File: config.mk
export PLATFORM = sky130hd
export DESIGN_NAME = alu_seq_ctrl_flat
export DESIGN_NICKNAME = d
export VERILOG_FILES = /design/src/rtl/alu_seq_ctrl_pkg.sv /design/src/rtl/alu_seq_ctrl_if.sv /design/src/rtl/alu_seq_branch_unit.sv /design/src/rtl/alu_seq_ctrl.sv /design/src/flat_wrapper.sv
export SDC_FILE = /design/constraint.sdc
export NUM_CORES = 1
export LEC_CHECK = 0
export ABC_AREA = 1
export CAP_MARGIN = 20
export CORE_MARGIN = 2
export CORE_UTILIZATION = 46
export CTS_CLUSTER_SIZE = 8
export DETAILED_ROUTE_END_ITERATION = 16
export PLACE_DENSITY = 0.9
export SLEW_MARGIN = 20
export SYNTH_ARGS = -nofsm -noshare
export SYNTH_HDL_FRONTEND = slang
export SYNTH_SLANG_ARGS = --single-unit
File: constraint.sdc
create_clock -name clk -period 3.8 [get_ports clk]
set_input_delay 0.38 -clock clk [delete_from_list [all_inputs] [get_ports clk]]
set_output_delay 0.38 -clock clk [all_outputs]
set_load 0.1 [all_outputs]
File: src/rtl/alu_seq_ctrl_pkg.sv
// Shared encodings for the multicycle sequencer: opcodes/functs, FSM states,
// instruction classes, trap causes, register write-select and next-PC select.
package alu_seq_ctrl_pkg;

    localparam logic [5:0] OP_RTYPE = 6'h00;
    localparam logic [5:0] OP_BGTE  = 6'h01;
    localparam logic [5:0] OP_BLE   = 6'h03;
    localparam logic [5:0] OP_BEQ   = 6'h04;
    localparam logic [5:0] OP_BNE   = 6'h05;
    localparam logic [5:0] OP_BLEQ  = 6'h06;
    localparam logic [5:0] OP_BGT   = 6'h07;
    localparam logic [5:0] OP_ADDI  = 6'h08;
    localparam logic [5:0] OP_ADDIU = 6'h09;
    localparam logic [5:0] OP_SLTI  = 6'h0A;
    localparam logic [5:0] OP_ANDI  = 6'h0C;
    localparam logic [5:0] OP_ORI   = 6'h0D;
    localparam logic [5:0] OP_J     = 6'h14;
    localparam logic [5:0] OP_JAL   = 6'h15;
    localparam logic [5:0] OP_LW    = 6'h23;
    localparam logic [5:0] OP_SW    = 6'h2B;
    localparam logic [5:0] OP_HALT  = 6'h3F;

    localparam logic [5:0] FN_SLL  = 6'h00;
    localparam logic [5:0] FN_SRL  = 6'h02;
    localparam logic [5:0] FN_JR   = 6'h08;
    localparam logic [5:0] FN_ADD  = 6'h20;
    localparam logic [5:0] FN_ADDU = 6'h21;
    localparam logic [5:0] FN_SUB  = 6'h22;
    localparam logic [5:0] FN_SUBU = 6'h23;
    localparam logic [5:0] FN_AND  = 6'h24;
    localparam logic [5:0] FN_OR   = 6'h25;
    localparam logic [5:0] FN_SLT  = 6'h2A;

    typedef enum logic [2:0] {
        S_IDLE, S_FETCH, S_DECODE, S_EXEC, S_MEM, S_WB, S_HALT, S_TRAP
    } state_t;

    typedef enum logic [3:0] {
        C_RTYPE, C_JR, C_IALU, C_LW, C_SW, C_BR, C_J, C_JAL, C_HALT, C_ILL
    } iclass_t;

    typedef enum logic [1:0] {TC_NONE, TC_ILLEGAL, TC_IMEM, TC_DMEM} trap_cause_t;
    typedef enum logic [1:0] {WSEL_ALU, WSEL_MEM, WSEL_LINK} rf_wsel_t;
    typedef enum logic [1:0] {PCS_SEQ, PCS_BR, PCS_JMP, PCS_REG} pc_sel_t;

    function automatic iclass_t decode_class(input logic [5:0] op, input logic [5:0] fn);
        case (op)
            OP_RTYPE: begin
                case (fn)
                    FN_ADD, FN_ADDU, FN_SUB, FN_SUBU, FN_AND, FN_OR,
                    FN_SLL, FN_SRL, FN_SLT: return C_RTYPE;
                    FN_JR:                  return C_JR;
                    default:                return C_ILL;
                endcase
            end
            OP_ADDI, OP_ADDIU, OP_ANDI, OP_ORI, OP_SLTI:   return C_IALU;
            OP_LW:                                         return C_LW;
            OP_SW:                                         return C_SW;
            OP_BEQ, OP_BNE, OP_BGT, OP_BGTE, OP_BLE, OP_BLEQ: return C_BR;
            OP_J:                                          return C_J;
            OP_JAL:                                        return C_JAL;
            OP_HALT:                                       return C_HALT;
            default:                                       return C_ILL;
        endcase
    endfunction

endpackage

File: src/rtl/alu_seq_ctrl_if.sv
// Instruction- and data-memory request/ack bus between the sequencer and memories.
interface alu_seq_ctrl_if #(parameter int AW = 10);
    logic          imem_req;
    logic [AW-1:0] imem_addr;
    logic          imem_ack;
    logic [31:0]   imem_rdata;
    logic          dmem_req;
    logic          dmem_we;
    logic [AW-1:0] dmem_addr;
    logic          dmem_ack;

    modport master (
        output imem_req, imem_addr, dmem_req, dmem_we, dmem_addr,
        input  imem_ack, imem_rdata, dmem_ack
    );
    modport slave (
        input  imem_req, imem_addr, dmem_req, dmem_we, dmem_addr,
        output imem_ack, imem_rdata, dmem_ack
    );
endinterface

File: src/rtl/alu_seq_branch_unit.sv
// Signed branch compare and next-PC mux (sequential, branch, jump, register).
module alu_seq_branch_unit
    import alu_seq_ctrl_pkg::*;
#(
    parameter int AW = 10
) (
    input  logic [AW-1:0] pc,
    input  logic [5:0]    opcode,
    input  logic [15:0]   imm,
    input  logic [AW-1:0] jmp_tgt,
    input  logic [31:0]   op_a,
    input  logic [31:0]   op_b,
    input  pc_sel_t       sel,
    output logic [AW-1:0] pc_next
);
    logic signed [31:0] sa, sb;
    logic [AW-1:0]      pc_inc, br_tgt;
    logic               taken;

    assign sa     = op_a;
    assign sb     = op_b;
    assign pc_inc = pc + AW'(1);
    // Offset is sign-extended (or truncated) to the PC width so the target wraps.
    assign br_tgt = pc_inc + AW'($signed(imm));

    always_comb begin
        taken = 1'b0;
        case (opcode)
            OP_BEQ:  taken = (sa == sb);
            OP_BNE:  taken = (sa != sb);
            OP_BGT:  taken = (sa >  sb);
            OP_BGTE: taken = (sa >= sb);
            OP_BLE:  taken = (sa <  sb);
            OP_BLEQ: taken = (sa <= sb);
            default: taken = 1'b0;
        endcase
    end

    always_comb begin
        pc_next = pc_inc;
        case (sel)
            PCS_SEQ: pc_next = pc_inc;
            PCS_BR:  pc_next = taken ? br_tgt : pc_inc;
            PCS_JMP: pc_next = jmp_tgt;
            PCS_REG: pc_next = op_a[AW-1:0];
            default: pc_next = pc_inc;
        endcase
    end
endmodule

File: src/rtl/alu_seq_ctrl.sv
// Multicycle fetch/decode/exec/mem/wb sequencer; owns the PC, retire counter
// and the memory handshakes, and traps on illegal opcodes or ack timeouts.
module alu_seq_ctrl
    import alu_seq_ctrl_pkg::*;
#(
    parameter int            AW          = 10,
    parameter logic [AW-1:0] RESET_PC    = '0,
    parameter int            ACK_TIMEOUT = 15
) (
    input  logic                  clk,
    input  logic                  rst_n,
    input  logic                  run,
    alu_seq_ctrl_if.master        mem,
    output logic [31:0]           instr,
    input  logic [31:0]           op_a,
    input  logic [31:0]           op_b,
    output logic                  alu_en,
    input  logic [31:0]           alu_result,
    output logic                  rf_we,
    output logic [4:0]            rf_waddr,
    output logic [1:0]            rf_wsel,
    output logic [AW-1:0]         pc,
    output logic                  halted,
    output logic                  trap,
    output logic [1:0]            trap_cause,
    output logic [31:0]           retired
);
    localparam logic [3:0] TO = 4'(ACK_TIMEOUT);

    state_t        state, state_nxt, retire_to;
    iclass_t       cls;
    pc_sel_t       pc_sel;
    logic          pc_we, retire, set_trap, set_halt;
    trap_cause_t   cause_nxt;
    logic [3:0]    wait_cnt;
    logic [AW-1:0] pc_next;
    logic          unused_alu_hi;

    assign cls           = decode_class(instr[31:26], instr[5:0]);
    assign retire_to     = run ? S_FETCH : S_IDLE;
    assign mem.imem_addr = pc;
    assign unused_alu_hi = ^alu_result[31:AW];

    alu_seq_branch_unit #(.AW(AW)) u_br (
        .pc      (pc),
        .opcode  (instr[31:26]),
        .imm     (instr[15:0]),
        .jmp_tgt (instr[AW-1:0]),
        .op_a    (op_a),
        .op_b    (op_b),
        .sel     (pc_sel),
        .pc_next (pc_next)
    );

    always_comb begin
        state_nxt = state;
        pc_we     = 1'b0;
        pc_sel    = PCS_SEQ;
        retire    = 1'b0;
        set_trap  = 1'b0;
        set_halt  = 1'b0;
        cause_nxt = TC_NONE;
        case (state)
            S_IDLE: if (run) state_nxt = S_FETCH;
            S_FETCH: begin
                if (mem.imem_ack) state_nxt = S_DECODE;
                else if (wait_cnt == TO) begin
                    state_nxt = S_TRAP; set_trap = 1'b1; cause_nxt = TC_IMEM;
                end
            end
            S_DECODE: begin
                case (cls)
                    C_ILL:   begin state_nxt = S_TRAP; set_trap = 1'b1; cause_nxt = TC_ILLEGAL; end
                    C_HALT:  begin state_nxt = S_HALT; set_halt = 1'b1; retire = 1'b1; end
                    default: state_nxt = S_EXEC;
                endcase
            end
            S_EXEC: begin
                case (cls)
                    C_BR:       begin pc_we = 1'b1; pc_sel = PCS_BR;  retire = 1'b1; state_nxt = retire_to; end
                    C_J:        begin pc_we = 1'b1; pc_sel = PCS_JMP; retire = 1'b1; state_nxt = retire_to; end
                    C_JR:       begin pc_we = 1'b1; pc_sel = PCS_REG; retire = 1'b1; state_nxt = retire_to; end
                    C_LW, C_SW: state_nxt = S_MEM;
                    default:    state_nxt = S_WB;
                endcase
            end
            S_MEM: begin
                if (mem.dmem_ack) begin
                    if (cls == C_SW) begin
                        pc_we = 1'b1; retire = 1'b1; state_nxt = retire_to;
                    end else state_nxt = S_WB;
                end else if (wait_cnt == TO) begin
                    state_nxt = S_TRAP; set_trap = 1'b1; cause_nxt = TC_DMEM;
                end
            end
            S_WB: begin
                pc_we     = 1'b1;
                pc_sel    = (cls == C_JAL) ? PCS_JMP : PCS_SEQ;
                retire    = 1'b1;
                state_nxt = retire_to;
            end
            default: state_nxt = state;
        endcase
    end

    // Strobes are registered from state_nxt so they are high exactly during their state.
    always_ff @(posedge clk or negedge rst_n) begin
        if (!rst_n) begin
            state         <= S_IDLE;
            pc            <= RESET_PC;
            instr         <= '0;
            retired       <= '0;
            wait_cnt      <= '0;
            mem.imem_req  <= 1'b0;
            mem.dmem_req  <= 1'b0;
            mem.dmem_we   <= 1'b0;
            mem.dmem_addr <= '0;
            alu_en        <= 1'b0;
            rf_we         <= 1'b0;
            rf_waddr      <= '0;
            rf_wsel       <= '0;
            halted        <= 1'b0;
            trap          <= 1'b0;
            trap_cause    <= '0;
        end else begin
            state <= state_nxt;
            if (state_nxt != state) wait_cnt <= '0;
            else if (wait_cnt != TO) wait_cnt <= wait_cnt + 4'd1;
            if (state == S_FETCH && mem.imem_ack) instr <= mem.imem_rdata;
            if (pc_we) pc <= pc_next;
            retired <= retired + {31'd0, retire};
            mem.imem_req <= (state_nxt == S_FETCH);
            mem.dmem_req <= (state_nxt == S_MEM);
            mem.dmem_we  <= (state_nxt == S_MEM) && (cls == C_SW);
            if (state == S_EXEC) mem.dmem_addr <= alu_result[AW-1:0];
            alu_en   <= (state_nxt == S_EXEC);
            rf_we    <= (state_nxt == S_WB);
            rf_waddr <= (cls == C_JAL) ? 5'd31 : (cls == C_RTYPE) ? instr[15:11] : instr[20:16];
            rf_wsel  <= (cls == C_LW) ? WSEL_MEM : (cls == C_JAL) ? WSEL_LINK : WSEL_ALU;
            if (set_halt) halted <= 1'b1;
            if (set_trap) begin
                trap       <= 1'b1;
                trap_cause <= cause_nxt;
            end
        end
    end
endmodule

File: src/flat_wrapper.sv
// flat-port wrapper written by rule: the top's interface ports become plain ports
module alu_seq_ctrl_flat import alu_seq_ctrl_pkg::*;
#(
    parameter int            AW          = 10,
    parameter logic [AW-1:0] RESET_PC    = '0,
    parameter int            ACK_TIMEOUT = 15
)
  (clk, rst_n, run, instr, op_a, op_b, alu_en, alu_result, rf_we, rf_waddr, rf_wsel, pc, halted, trap, trap_cause, retired, mem_imem_req, mem_imem_addr, mem_dmem_req, mem_dmem_we, mem_dmem_addr, mem_imem_ack, mem_imem_rdata, mem_dmem_ack);
  alu_seq_ctrl_if #(.AW(AW)) mem_i ();
  input  logic clk;
  input  logic rst_n;
  input  logic run;
  output logic [31:0] instr;
  input  logic [31:0] op_a;
  input  logic [31:0] op_b;
  output logic alu_en;
  input  logic [31:0] alu_result;
  output logic rf_we;
  output logic [4:0] rf_waddr;
  output logic [1:0] rf_wsel;
  output logic [AW-1:0] pc;
  output logic halted;
  output logic trap;
  output logic [1:0] trap_cause;
  output logic [31:0] retired;
  output wire logic [$bits(mem_i.imem_req)-1:0] mem_imem_req;
  output wire logic [$bits(mem_i.imem_addr)-1:0] mem_imem_addr;
  output wire logic [$bits(mem_i.dmem_req)-1:0] mem_dmem_req;
  output wire logic [$bits(mem_i.dmem_we)-1:0] mem_dmem_we;
  output wire logic [$bits(mem_i.dmem_addr)-1:0] mem_dmem_addr;
  input wire logic [$bits(mem_i.imem_ack)-1:0] mem_imem_ack;
  input wire logic [$bits(mem_i.imem_rdata)-1:0] mem_imem_rdata;
  input wire logic [$bits(mem_i.dmem_ack)-1:0] mem_dmem_ack;
  assign mem_imem_req = mem_i.imem_req;
  assign mem_imem_addr = mem_i.imem_addr;
  assign mem_dmem_req = mem_i.dmem_req;
  assign mem_dmem_we = mem_i.dmem_we;
  assign mem_dmem_addr = mem_i.dmem_addr;
  assign mem_i.imem_ack = mem_imem_ack;
  assign mem_i.imem_rdata = mem_imem_rdata;
  assign mem_i.dmem_ack = mem_dmem_ack;
  alu_seq_ctrl #(.AW(AW), .RESET_PC(RESET_PC), .ACK_TIMEOUT(ACK_TIMEOUT)) u_core (.clk(clk), .rst_n(rst_n), .run(run), .mem(mem_i), .instr(instr), .op_a(op_a), .op_b(op_b), .alu_en(alu_en), .alu_result(alu_result), .rf_we(rf_we), .rf_waddr(rf_waddr), .rf_wsel(rf_wsel), .pc(pc), .halted(halted), .trap(trap), .trap_cause(trap_cause), .retired(retired));
endmodule
# Yosys cells after proc, flatten, opt, wreduce, memory -nomap -nowiden
# Index checks and enable logic that the tools add are counted.
[word_totals] in_bits=133 elab_cells=127 register_bits=107
[classes] n_lt_le_gt_ge=4 muxes=40 n_addsub=4 n_reduce_logical=13 eq_ne=50
[ops] cell="$eq 6x6->1 const B" count=10
[ops] cell="$pmux 10 s4" count=1
[ops] cell="$eq 6x4->1 const B" count=6
[ops] cell="$add 32x1->32" count=1
[ops] cell="$eq 32x32->1" count=1
[ops] cell="$ge 32x32->1" count=1
[ops] cell="$gt 32x32->1" count=1
[ops] cell="$le 32x32->1" count=1
[ops] cell="$lt 32x32->1" count=1
[ops] cell="$ne 32x32->1" count=1
[ops] cell="$pmux 4 s8" count=1
[ops] cell="$eq 6x3->1 const B" count=4
[ops] cell="$pmux 3 s6" count=1
[ops] cell="$eq 4x3->1 const B" count=4
[ops] cell="$mux 3" count=5
[ops] cell="$eq 3x3->1 const B" count=4
[ops] cell="$eq 4x4->1 const B" count=3
[ops] cell="$eq 6x2->1 const B" count=2
[ops] cell="$eq 6x5->1 const B" count=2
[ops] cell="$logic_not 6->1" count=2
[ops] cell="$mux 2" count=6
[ops] cell="$pmux 2 s3" count=2
[ops] cell="$pmux 3 s2" count=2
[ops] cell="$mux 1" count=11
[ops] cell="30 further kinds" count=38

# Logic depth before layout (Yosys ltp)
[depth] word_depth=10 mapped_depth=23

# Modules after synthesis
# A second synthesis with hierarchy kept.
[unflattened] hier_cells=928 area_unflattened_um2=6965.4
[modules_own_cells] module="alu_seq_ctrl" n_inst=1 area_each_um2=4872.2 cells_each=560
[modules_own_cells] module="alu_seq_branch_unit" n_inst=1 area_each_um2=2093.3 cells_each=368

# Worst setup path before layout
# No wires, ideal clock.
[synth_path] path_type="register to register" start="register u_core.instr[31]" end="register u_core.retired[28]" path_stages_with_launch=22 arrival_ps=4146 path_slack_ps=-472 path_cell_list="dfrtp_1 inv_1 nor3_2 nand2_1 nor2_2 nand2_1 o21ai_0 a21oi_1 clkbuf_1 nand2_1 ha_1 ha_1 and3_1 nand3_2 nor2_4 nand3_2 nor2_2 nand2_1 or2_1 nor4_4 nand2_1 xor2_1"
[synth_via] elab_chain_cells=8 elab_cells_between_ends=32
[synth_lines] item="start: declaration" line_no="alu_seq_ctrl.sv:14" text="output logic [31:0] instr,"
[synth_lines] item="start signal: assignment" line_no="alu_seq_ctrl.sv:129" text="if (state == S_FETCH && mem.imem_ack) instr <= mem.imem_rdata;"
[synth_lines] item="$eq 6x3->1 (tied with other cells)" line_no="alu_seq_ctrl_pkg.sv:47" text="case (op)"
[synth_lines] item="$reduce_or 6->1 / $reduce_or 5->1 (equally long branches)" line_no="alu_seq_ctrl_pkg.sv:47"
[synth_lines] item="$pmux 4 s8 *" line_no="alu_seq_ctrl_pkg.sv:47"
[synth_lines] item="$eq 4x3->1 (tied with other cells)" line_no="alu_seq_ctrl.sv:79" text="case (cls)"
[synth_lines] item="$reduce_or 3->1 (no source line) / $mux 1 (equally long branches)"
[synth_lines] item="$mux 1 (on tied branches)" line_no="alu_seq_ctrl.sv:79, alu_seq_ctrl.sv:88"
[synth_lines] item="$pmux 1 s4 *" line_no="alu_seq_ctrl.sv:63" text="case (state)"
[synth_lines] item="$add 32x1->32 *" line_no="alu_seq_ctrl.sv:131" text="retired <= retired + {31'd0, retire};"
[synth_lines] item="end signal: assignment" line_no="alu_seq_ctrl.sv:131"
[synth_lines] item="end: declaration" line_no="alu_seq_ctrl.sv:26" text="output logic [31:0] retired"
# Mark *: on every way between the ends. The rest lies on a longest branch, timed or not.
# A chain may end at the register's enable or synchronous reset.

# Worst setup path in the final report
# Same ends and word-level chain as after synthesis.

==> flow_summary.yaml <==
timing:
  max_freq_mhz: 291.2
  tns_ns: 0
  worst_slew_pin_slew_ns: 1.062
  post-route-min-period_ns: 3.434
  whs_ns: 0.02209
  hold_viol: 0
  finalCritPeriodShare_pct: 90.37
  final_max_slew_viol_count: 0
  finalWorstSetupSlack_ns: 0.3658
  rsz0062_at_grt: "false"
  skew_ns: 0.008518
  finalSetupViolCount: 0
  slew_headroom_pct: 29.00
logic_synthesis:
  synth-compound-area-share_pct: 8.026
  synth_seq_cells: 107
  synth_warnings: 0
  synth_adder_area_share_pct: 8.501
  avgSynthCellArea_um2: 7.948
  synth_top_family_by_area: "simple AND/OR/NAND/NOR gates"
  muxShareOfSynthArea_pct: 2.937
  synthSimpleGateAreaFrac_pct: 26.43
  syn-cell-area_um2: 6859
  synthXorXnorAreaFrac_pct: 5.618
  synth_edf_count: 0
  yosysUniqueCellTypes: 53
  synth_ff_type: "dfrtp_1"
  syn_inst: 863
  async_reset_ff_share_pct: 100.0
  yosysSeqAreaShare_pct: 39.04
  mappedNetlistNets: 1042
floorplanning:
  die_w_um: 126.1
  core_area_um2: 14530
  start_util_pct: 47.19
  core.rowCount: 44
  io_pins: 243
  die_y_um: 126.1
  fp.dieArea_um2: 15900
cts:
  root_buffer: "clkbuf_16"
  numCtsBuffers: 9
  post_cts_buffers: 0
  clock_path_buffers: 2
  cts_max_level: 3
  cts_num_sinks: 107
  clk_pin_slew_ns: 0.07
  cts_tree: "built"
  worstSkewPairLatency_ns: 0.35
critical_path:
  worstSetupEndpointType: "flip-flop"
  worst-path-buf-inv: 1
  cp_slowest_cell: "dfrtp_4"
  r2r_setup_slack_ns: 0.37
  cpMostUsedCell: "nand2_1"
  path_max_fanout: 5
  critPathArrivalTime_ns: 3.67
  crit_chain: "inv_1, nor3_2, nand2_1, nor2_2, nand2_1, o21ai_1, a21oi_1, nand2_1, ha_1, ha_1, and3_1, nand3_2, nor2_4, nand3_2, nor2_2, nand2_1, or2_1, nor4_4, nand2_1, xor2_1"
  critPathTopFamily: "simple AND/OR/NAND/NOR gates"
  critPathKind: "reg2reg"
  max_stage_delay_ns: 0.43
  start_kind: "flip-flop"
  required_ns: 4.04
final_layout:
  n_fill_cell: 1173
  design_area_um2: 9550
  final_layout_size_suffix_gt1_share_pct: 8.889
  n_antenna_cell: 0
  area_growth_pct: 39.24
  finalNetCount: 1255
place:
  portBuffers: 220
  placed_area_um2: 9219
  place_congestion: 0.9422
  dp_hpwl_um: 14520
  dpl_worst_slack_ns: 0.2669
detailed_routing:
  routed-via-count: 6501
  drt-initial-drc-count: 313
  first_pass_iters: 5
  ant_nets: 0
  avgRoutedWirePerCell_um: 14.29
  viasPerCell: 5.143
  postRouteWirelength_um: 18070
  drc: 0
grt:
  grt_pass1_wl_um: 30060
  grt_usage_pct: 23.06
  grt_max_degree: 48
  overflow: 0
  antenna_found_initial: 0
  first_global_vias: 6515
power_and_ir_drop:
  total_power_mw: 8.796
  power.leakage_nw: 4.633
  powerDensity_nw_per_um2: 921.0
  ir_drop_v: 0.0007663
hold_path:
  hold_class: "in2async"
run:
  cap_violations: 0
run_status:
  status: "completed"
## worst register-to-register path: stages, from the launching register on
cell and delay [ns]:
dfrtp_4 0.43, inv_1 0.11, nor3_2 0.21, nand2_1 0.12, nor2_2 0.11, nand2_1 0.09
o21ai_1 0.20, a21oi_1 0.09, nand2_1 0.09, ha_1 0.20, ha_1 0.21, and3_1 0.21
nand3_2 0.11, nor2_4 0.12, nand3_2 0.11, nor2_2 0.13, nand2_1 0.09, or2_1 0.27
nor4_4 0.17, nand2_1 0.10, xor2_1 0.15
## cell families (layout without fill, tap and decap cells)
| group | after synthesis | count (layout) |
|---|---|---|
| muxes | 18 | 18 |
| xor gates and xnor gates | 44 | 44 |
| AOI/OAI and AO/OA | 90 | 90 |
| DFF | 107 | 107 |
| and+or+nand+nor | 398 | 398 |
| adders and majority gates | 46 | 46 |
| buffers and inverters | 160 | 377 |
## worst paths after layout
check                                     endpoint                    start  cells after the start
max in group asynchronous     u_core.trap_cause[1]                    rst_n                      2
setup / recovery                u_core.retired[28]         u_core.instr[31]                     20
setup reg to reg                u_core.retired[28]         u_core.instr[31]                     20
hold reg to reg            u_core.mem.dmem_addr[2]  u_core.mem.dmem_addr[2]                      2
min in group clk           u_core.mem.dmem_addr[2]  u_core.mem.dmem_addr[2]                      2
hold / removal                     u_core.instr[6]                    rst_n                      1
## cell type report
type	count	area (um^2)	area share (%)
repair buffers	226	2245	23.50
well taps	184	230.2	2.411
inverters	136	511.7	5.358
clock inverters	4	73.82	0.7730
multi-input cells	596	3538	37.05
flip-flops and latches	107	2699	28.26
clock buffers	11	252.7	2.646
## through the flow
step,std cells,util [%]
2_1_floorplan,863,-
3_3_place_gp,1249,63.43
3_5_place_dp,1249,63.43
4_1_cts,1264,65.68
5_1_grt,1264,65.71
6_report,1264,65.71
## synthesized netlist by cell type (2+ instances only)
master    instances  area [um^2]
a21oi_2           2        17.52
inv_1           123        461.7
nand3b_1          2        15.01
xnor2_1          15        131.4
nor2_4            5        56.30
buf_4            11        82.58
nor2_2            6        37.54
a221oi_1          4        35.03
xor2_1           29        254.0
buf_2             4        20.02
mux2_2           17        191.4
a21oi_1          48        240.2
nor3_2            2        20.02
nand3_2           3        30.03
inv_2            11        41.29
clkbuf_1          8        30.03
nand2_2           5        31.28
nand3_1          37        185.2
ha_1             45        563.0
nor4_1            4        25.02
nand4_1          23        143.9
o221ai_1          2        17.52
o211ai_1          8        60.06
nor3_1           20        100.1
nor2_1           68        255.2
nand2_1         212        795.8
o21ai_0          16        80.08
dfrtp_1         107         2678
nand2_4           2        22.52
## layer usage
metal / up-vias / track usage (%) / routed length (um)
met2: 234 / 41.11 / 9003
li1: 3201 / - / -
met5: - / 0 / 0
met4: 0 / 7.886 / 504
met3: 40 / 6.754 / 1217
met1: 3026 / 26.37 / 7341
## where the power goes
part / total (mW) / switching, mW / internal (mW)
clock: 1.02 / 0.413 / 0.610
sequential: 1.90 / 0.366 / 1.54
combinational: 5.87 / 4.38 / 1.49
total: 8.80 / 5.16 / 3.64
## sequential cells by signal (all words and copies together), names as in the netlist, 2 cells and up
signal	flops
u_core.mem.dmem_addr	10
u_core.mem.imem_addr	10
u_core.rf_wsel	2
u_core.rf_waddr	5
u_core.wait_cnt	4
u_core.instr	32
u_core.state	3
u_core.retired	32
u_core.trap_cause	2
## placed cells by master, fill, tap and decap left out, types with 3 or more instances in the layout
cell type	count
a21oi_1	48
a221oi_1	4
buf_4	7
clkbuf_16	9
clkdlybuf4s50_1	219
dfrtp_1	96
dfrtp_2	8
dfrtp_4	3
ha_1	45
inv_1	123
inv_2	11
mux2_2	17
nand2_1	212
nand2_2	5
nand3_1	37
nand3_2	3
nand4_1	23
nor2_1	68
nor2_2	6
nor2_4	5
nor3_1	19
nor3_2	3
nor4_1	4
o211ai_1	8
o21ai_0	15
xnor2_1	15
xor2_1	29
## timing repair
action                                  CTS  global route
gates resized for setup                   0             2
endpoints found under the setup margin    0             1
hold buffers                              0             0
Power figures use the tool's default switching activity.
==> variant 1, RTL diff (same settings) <==
`AW` is set to 10 in 4 places; all go to 9.
--- a/src/rtl/alu_seq_ctrl_if.sv
+++ b/src/rtl/alu_seq_ctrl_if.sv
@@ -1,5 +1,5 @@
 // Instruction- and data-memory request/ack bus between the sequencer and memories.
-interface alu_seq_ctrl_if #(parameter int AW = 10);
+interface alu_seq_ctrl_if #(parameter int AW = 9);
     logic          imem_req;
     logic [AW-1:0] imem_addr;
     logic          imem_ack;
--- a/src/rtl/alu_seq_branch_unit.sv
+++ b/src/rtl/alu_seq_branch_unit.sv
@@ -2,7 +2,7 @@
 module alu_seq_branch_unit
     import alu_seq_ctrl_pkg::*;
 #(
-    parameter int AW = 10
+    parameter int AW = 9
 ) (
     input  logic [AW-1:0] pc,
     input  logic [5:0]    opcode,
--- a/src/rtl/alu_seq_ctrl.sv
+++ b/src/rtl/alu_seq_ctrl.sv
@@ -3,7 +3,7 @@
 module alu_seq_ctrl
     import alu_seq_ctrl_pkg::*;
 #(
-    parameter int            AW          = 10,
+    parameter int            AW          = 9,
     parameter logic [AW-1:0] RESET_PC    = '0,
     parameter int            ACK_TIMEOUT = 15
 ) (
--- a/src/flat_wrapper.sv
+++ b/src/flat_wrapper.sv
@@ -1,7 +1,7 @@
 // flat-port wrapper written by rule: the top's interface ports become plain ports
 module alu_seq_ctrl_flat import alu_seq_ctrl_pkg::*;
 #(
-    parameter int            AW          = 10,
+    parameter int            AW          = 9,
     parameter logic [AW-1:0] RESET_PC    = '0,
     parameter int            ACK_TIMEOUT = 15
 )
Ports: changed (resized mem_dmem_addr, mem_imem_addr and pc); port bits go from 243 to 240. The function was not compared with the original's and may differ.
==> variant 1 against the original RTL <==
Power is 7.2% lower; wire length is 1.3% higher; combinational power is 8.7% lower; worst setup slack worse by 86 ps; count of clock-buffer cells in the layout is 2 lower; first-iteration DRC count is 5.4% higher; synthesized area is 2.8% lower; sequential cell count is 2 lower; cell area is 2.3% lower; sequential share of layout area hardly changed; synthesized cell count is 3.2% lower; critical path type unchanged; critical endpoint is now u_core.retired[30]; largest cell class unchanged; largest power group unchanged; highest routed layer unchanged.
==> variant 1: results (changes against the original RTL) <==
Area fraction in compound gates after synthesis: 7.523% (was 8.026%)
Crit path arrival time: 3810 ps (was 3670 ps)
Global-route wire length before repair: 30590 um (was 30060 um)
Static Leak: 4.531 nW (was 4.633 nW)
Wire length per cell after detailed routing: 14.79 um (was 14.29 um)
Maximum fanout along the worst path: 18 (was 5)
Net Count, Synth: 1013 (was 1042)
Multiplexer share of the synthesized area: 0% (was 2.937%)
Adder-Cell Fraction of Synth Area: 8.555% (was 8.501%)
Gpl congestion: 0.9039 (was 0.9422)
Largest net degree at the start of global routing: 47 (was 48)
Slack of the worst reg-to-reg path: 280 ps (was 370 ps)
FF-to-FF Start: u_core.instr[29] (was u_core.instr[31])
Xor and xnor fraction of the mapped netlist area: 5.910% (was 5.618%)
Maximum VDD drop: 0.0007296 V (was 0.0007663 V)
Status: complete, no violations (unchanged)
Detailed placer's ending HPWL: 14340 um (was 14520 um)
Crit path max-delay cell type: sky130_fd_sc_hd__dfrtp_1 (was sky130_fd_sc_hd__dfrtp_4)
Capture point of the worst reg-to-reg path: u_core.retired[30] (was u_core.retired[28])
Number of port buffers: 216 (was 220)
Initial drt markers: 330 (was 313)
Final nets: 1227 (was 1255)
Vias per cell: 5.169 (was 5.143)
Share of the yosys chip area belonging to registers: 39.40% (was 39.04%)
Kind of critical path: register to register (unchanged)
Worst hold path class: register to register (was input port to asynchronous set/reset pin)
Fraction of layout cells with a size suffix above 1: 8.159% (was 8.889%)
Worst Clk Skew: 6.693 ps (was 8.518 ps)
Synth cell count leaders: sky130_fd_sc_hd__nand2_1 (247), sky130_fd_sc_hd__inv_1 (106), sky130_fd_sc_hd__dfrtp_1 (105), sky130_fd_sc_hd__nor2_1 (45), sky130_fd_sc_hd__ha_1 (44) (was sky130_fd_sc_hd__nand2_1 (212), sky130_fd_sc_hd__inv_1 (123), sky130_fd_sc_hd__dfrtp_1 (107), sky130_fd_sc_hd__nor2_1 (68), sky130_fd_sc_hd__a21oi_1 (48))
Largest cells by area after synthesis: sky130_fd_sc_hd__dfrtp_1 (39%), sky130_fd_sc_hd__nand2_1 (14%), sky130_fd_sc_hd__ha_1 (8.3%) (was sky130_fd_sc_hd__dfrtp_1 (39%), sky130_fd_sc_hd__nand2_1 (12%), sky130_fd_sc_hd__ha_1 (8.2%))
Synth cell types: 51 (was 53)
All-layer global routing usage: 24.14% (was 23.06%)
Worst slew slack as a fraction of its limit: 30.86% (was 29.00%)
Filler instances: 1226 (was 1173)
Biggest cell delay along the critical path: 410 ps (was 430 ps)
Vias in the first global route: 6389 (was 6515)
Depth of the worst register-to-register path: 19 (was 20)
-- variant 1: cell types whose count changed after synthesis, moves of 4 or more --
cell	before	now
sky130_fd_sc_hd__nor3_2	2	6
sky130_fd_sc_hd__a21oi_1	48	34
sky130_fd_sc_hd__mux2_2	17	0
sky130_fd_sc_hd__nand4_1	23	19
sky130_fd_sc_hd__nand2_1	212	247
sky130_fd_sc_hd__nor2_1	68	45
sky130_fd_sc_hd__o21ai_0	16	29
sky130_fd_sc_hd__inv_1	123	106
-- variant 1: metrics by stage --
stage | utilization [%] | instances | instance area (sq um) | setup WS (ps) | hold WS, ps
final | 64.93 | 1238 | 9330 | 279.9 | 471.6
after global placement | 62.49 | 1219 | 8979 | 361.3 | 380.4
after global routing | 64.93 | 1238 | 9330 | 9.664 | 504.4
after floorplan | - | 835 | 6674 | 3.503 | 84.41
after CTS | 64.72 | 1236 | 9300 | 278.9 | 478.1
after detailed placement | 62.49 | 1219 | 8979 | 300.9 | 386.4
-- variant 1: layout make-up --
| cell class | count | area [sq um] | share of cell area, % |
|---|---|---|---|
| Timing Repair Buffer | 223 | 2215 | 23.74 |
| Clock inverter | 7 | 86.33 | 0.9253 |
| Inverter | 116 | 436.7 | 4.680 |
| Multi-Input combinational cell | 594 | 3505 | 37.56 |
| Clock buffer | 9 | 225.2 | 2.414 |
| Sequential cell | 105 | 2633 | 28.22 |
| Tap cell | 184 | 230.2 | 2.467 |
-- variant 1: worst max path at each step --
stage	endpoint	slack [ps]	depth (start not counted)
4_1_cts	u_core.retired[30]	280	18
2_1_floorplan	u_core.retired[30]	4	22
6_report	u_core.retired[30]	280	19
5_1_grt	u_core.retired[30]	10	18
3_5_place_dp	u_core.retired[30]	300	18
3_3_place_gp	u_core.retired[30]	360	18
-- variant 1: timing repair --
action                                 4_1_cts  5_1_grt
buffers inserted                             0        2
setup endpoints to repair                    0        1
gates resized for setup                      0        3
endpoints found under the hold margin        2        0
hold buffers                                 1        0
-- variant 1: kinds of logic (layout without fill, tap and decap cells) --
group,count (synthesis),after routing
and+or+nand+nor,419,419
buffers and inverters,136,355
DFF,105,105
AOI/OAI and AO/OA,85,85
adders and majority gates,45,45
xor gates and xnor gates,45,45
-- variant 1: layer usage --
metal  part of all wire (%)  global-route usage [%]  wire length, um  up-vias
met5                      0                       0                0        -
met4                    3.1                   9.055              565        0
met3                    6.2                   6.271             1134       45
met2                     49                   41.08             9017      217
li1                       -                       -                -     3118
met1                     41                   29.45             7588     3019
-- variant 1: power breakdown --
group          internal (mW)  switching (mW)  total (mW)
logic                   1.34            4.01        5.36
clock network          0.523           0.459       0.982
registers               1.47           0.358        1.82
total                   3.33            4.83        8.16
==> variant 2, RTL diff (same flow settings) <==
Without the edit above. `rf_waddr` no longer has a reset.
--- a/src/rtl/alu_seq_ctrl.sv
+++ b/src/rtl/alu_seq_ctrl.sv
@@ -117,7 +117,6 @@
             mem.dmem_addr <= '0;
             alu_en        <= 1'b0;
             rf_we         <= 1'b0;
-            rf_waddr      <= '0;
             rf_wsel       <= '0;
             halted        <= 1'b0;
             trap          <= 1'b0;
@@ -135,7 +134,6 @@
             if (state == S_EXEC) mem.dmem_addr <= alu_result[AW-1:0];
             alu_en   <= (state_nxt == S_EXEC);
             rf_we    <= (state_nxt == S_WB);
-            rf_waddr <= (cls == C_JAL) ? 5'd31 : (cls == C_RTYPE) ? instr[15:11] : instr[20:16];
             rf_wsel  <= (cls == C_LW) ? WSEL_MEM : (cls == C_JAL) ? WSEL_LINK : WSEL_ALU;
             if (set_halt) halted <= 1'b1;
             if (set_trap) begin
@@ -144,5 +142,9 @@
             end
         end
     end
+
+    always_ff @(posedge clk) begin
+        rf_waddr <= (cls == C_JAL) ? 5'd31 : (cls == C_RTYPE) ? instr[15:11] : instr[20:16];
+    end
 endmodule
 
Check against the original RTL: differs if rst_n is asserted again (counterexample within 4 cycles, from zero or initial values and one cycle with rst_n low); with rst_n held inactive, the same outputs for 10 cycles.
==> variant 2 against the original RTL <==
Cell area rose by 3.3%; synthesized area rose by 0.55%; clock skew increased by 4.4 ps; the run now ends with setup timing left; combinational power hardly changed; wire length increased by 7.5%; power decreased by 0.67%; sequential cell count unchanged; non-clock buffer count up 21; highest routed layer unchanged; worst setup slack lost 400 ps.
==> variant 2: results (changes against the original RTL) <==
Global-route wire length before repair: 31310 um (was 30060 um)
Gpl congestion: 0.9205 (was 0.9422)
Largest cells by area after synthesis: sky130_fd_sc_hd__dfrtp_1 (37%), sky130_fd_sc_hd__nand2_1 (18%), sky130_fd_sc_hd__ha_1 (8.2%) (was sky130_fd_sc_hd__dfrtp_1 (39%), sky130_fd_sc_hd__nand2_1 (12%), sky130_fd_sc_hd__ha_1 (8.2%))
Initial drt markers: 385 (was 313)
Total wire length after detailed routing: 19420 um (was 18070 um)
Maximum VDD drop: 0.001058 V (was 0.0007663 V)
Worst Setup Slack post-DPL: 38.79 ps (was 266.9 ps)
Worst Clk Skew: 12.94 ps (was 8.518 ps)
Cell Count Post-Placement: 1332 (was 1249)
TNS Setup: -31.83 ps (was 0 ps)
Crit path max-delay cell type: sky130_fd_sc_hd__dfrtp_4 (unchanged)
Worst Setup Slack, final: -31.83 ps (was 365.8 ps)
Fraction of layout cells with a size suffix above 1: 9.253% (was 8.889%)
Net Count, Synth: 1121 (was 1042)
Vias per cell: 5.047 (was 5.143)
Detailed placer's ending HPWL: 15060 um (was 14520 um)
Final-report setup violation count: 1 (was 0)
Number of instances in the synthesized netlist: 942 (was 863)
Largest net degree at the start of global routing: 71 (was 48)
Share of the yosys chip area belonging to registers: 38.46% (was 39.04%)
Synth cell types: 48 (was 53)
Crit path arrival time: 4070 ps (was 3670 ps)
Biggest cell delay along the critical path: 520 ps (was 430 ps)
Status: finished with violations (was complete, no violations)
All-layer global routing usage: 24.00% (was 23.06%)
Maximum fanout along the worst path: 8 (was 5)
Static Leak: 4.971 nW (was 4.633 nW)
Wire length per cell after detailed routing: 14.25 um (was 14.29 um)
Worst Tran Pin Value: 1076 ps (was 1062 ps)
Vias in the first global route: 6684 (was 6515)
Fraction of registers with async set/reset: 95.33% (was 100.0%)
Filler instances: 1179 (was 1173)
Final nets: 1352 (was 1255)
Synth cell count leaders: sky130_fd_sc_hd__nand2_1 (323), sky130_fd_sc_hd__inv_1 (133), sky130_fd_sc_hd__dfrtp_1 (102), sky130_fd_sc_hd__nor2_1 (61), sky130_fd_sc_hd__nand3_1 (55) (was sky130_fd_sc_hd__nand2_1 (212), sky130_fd_sc_hd__inv_1 (123), sky130_fd_sc_hd__dfrtp_1 (107), sky130_fd_sc_hd__nor2_1 (68), sky130_fd_sc_hd__a21oi_1 (48))
Violations in the final reports: setup timing
variant 2: logic make-up after synthesis:
group / synth area share, %
XOR/XNOR: 5.461
AO/OA/AOI/OAI: 5.660
buffers and inverters: 9.760
flip-flops: 38.46
adder cells (fa/ha/maj): 8.454
multiplexers: 0.1451
AND/OR/NAND/NOR: 32.06
variant 2: final timing paths:
check	start	to	slack [ps]	cells past startpoint
max	u_core.instr[28]	u_core.retired[27]	-30	26
min	rst_n	u_core.mem.dmem_addr[0]	130	1
max reg2reg	u_core.instr[28]	u_core.retired[27]	-30	26
min reg2reg	u_core.halted	u_core.halted	480	1
max in group asynchronous	rst_n	u_core.retired[16]	2670	2
min in group clk	u_core.halted	u_core.halted	480	1
variant 2: cell type report:
type,instances,area (sq um),area share [%]
Clock buffer,9,225.2,2.283
Clock inverter,7,93.84,0.9511
Inverter,138,518.0,5.250
Multi-Input combinational cell,670,3715,37.65
Sequential cell,107,2683,27.19
Tap cell,184,230.2,2.333
Timing Repair Buffer,247,2402,24.35
variant 2: where the power goes:
part	switching (mW)	internal, mW
Clock	0.464	0.530
Combinational	4.34	1.52
Sequential	0.363	1.53
variant 2: what timing repair did:
| action | 4_1_cts | 5_1_grt |
|---|---|---|
| endpoints found under the setup margin | 0 | 11 |
| buffers inserted | 0 | 14 |
| resized for setup | 0 | 17 |
| hold buffers | 0 | 0 |
variant 2: stage by stage:
stage | hold slack, ps | area, sq um
final | 126.3 | 9867
after global routing | 213.5 | 9867
after CTS | 175.1 | 9697
after global placement | 453.2 | 9378
after floorplan | 84.41 | 7015
after detailed placement | 459.7 | 9378
variant 2: metal layers:
metal	wire (um)	vias to the layer above	GRT usage, %
li1	-	3427	-
met2	9757	228	42.72
met1	7750	3190	27.46
met4	430	0	7.951
met3	1477	29	7.254
met5	0	-	0
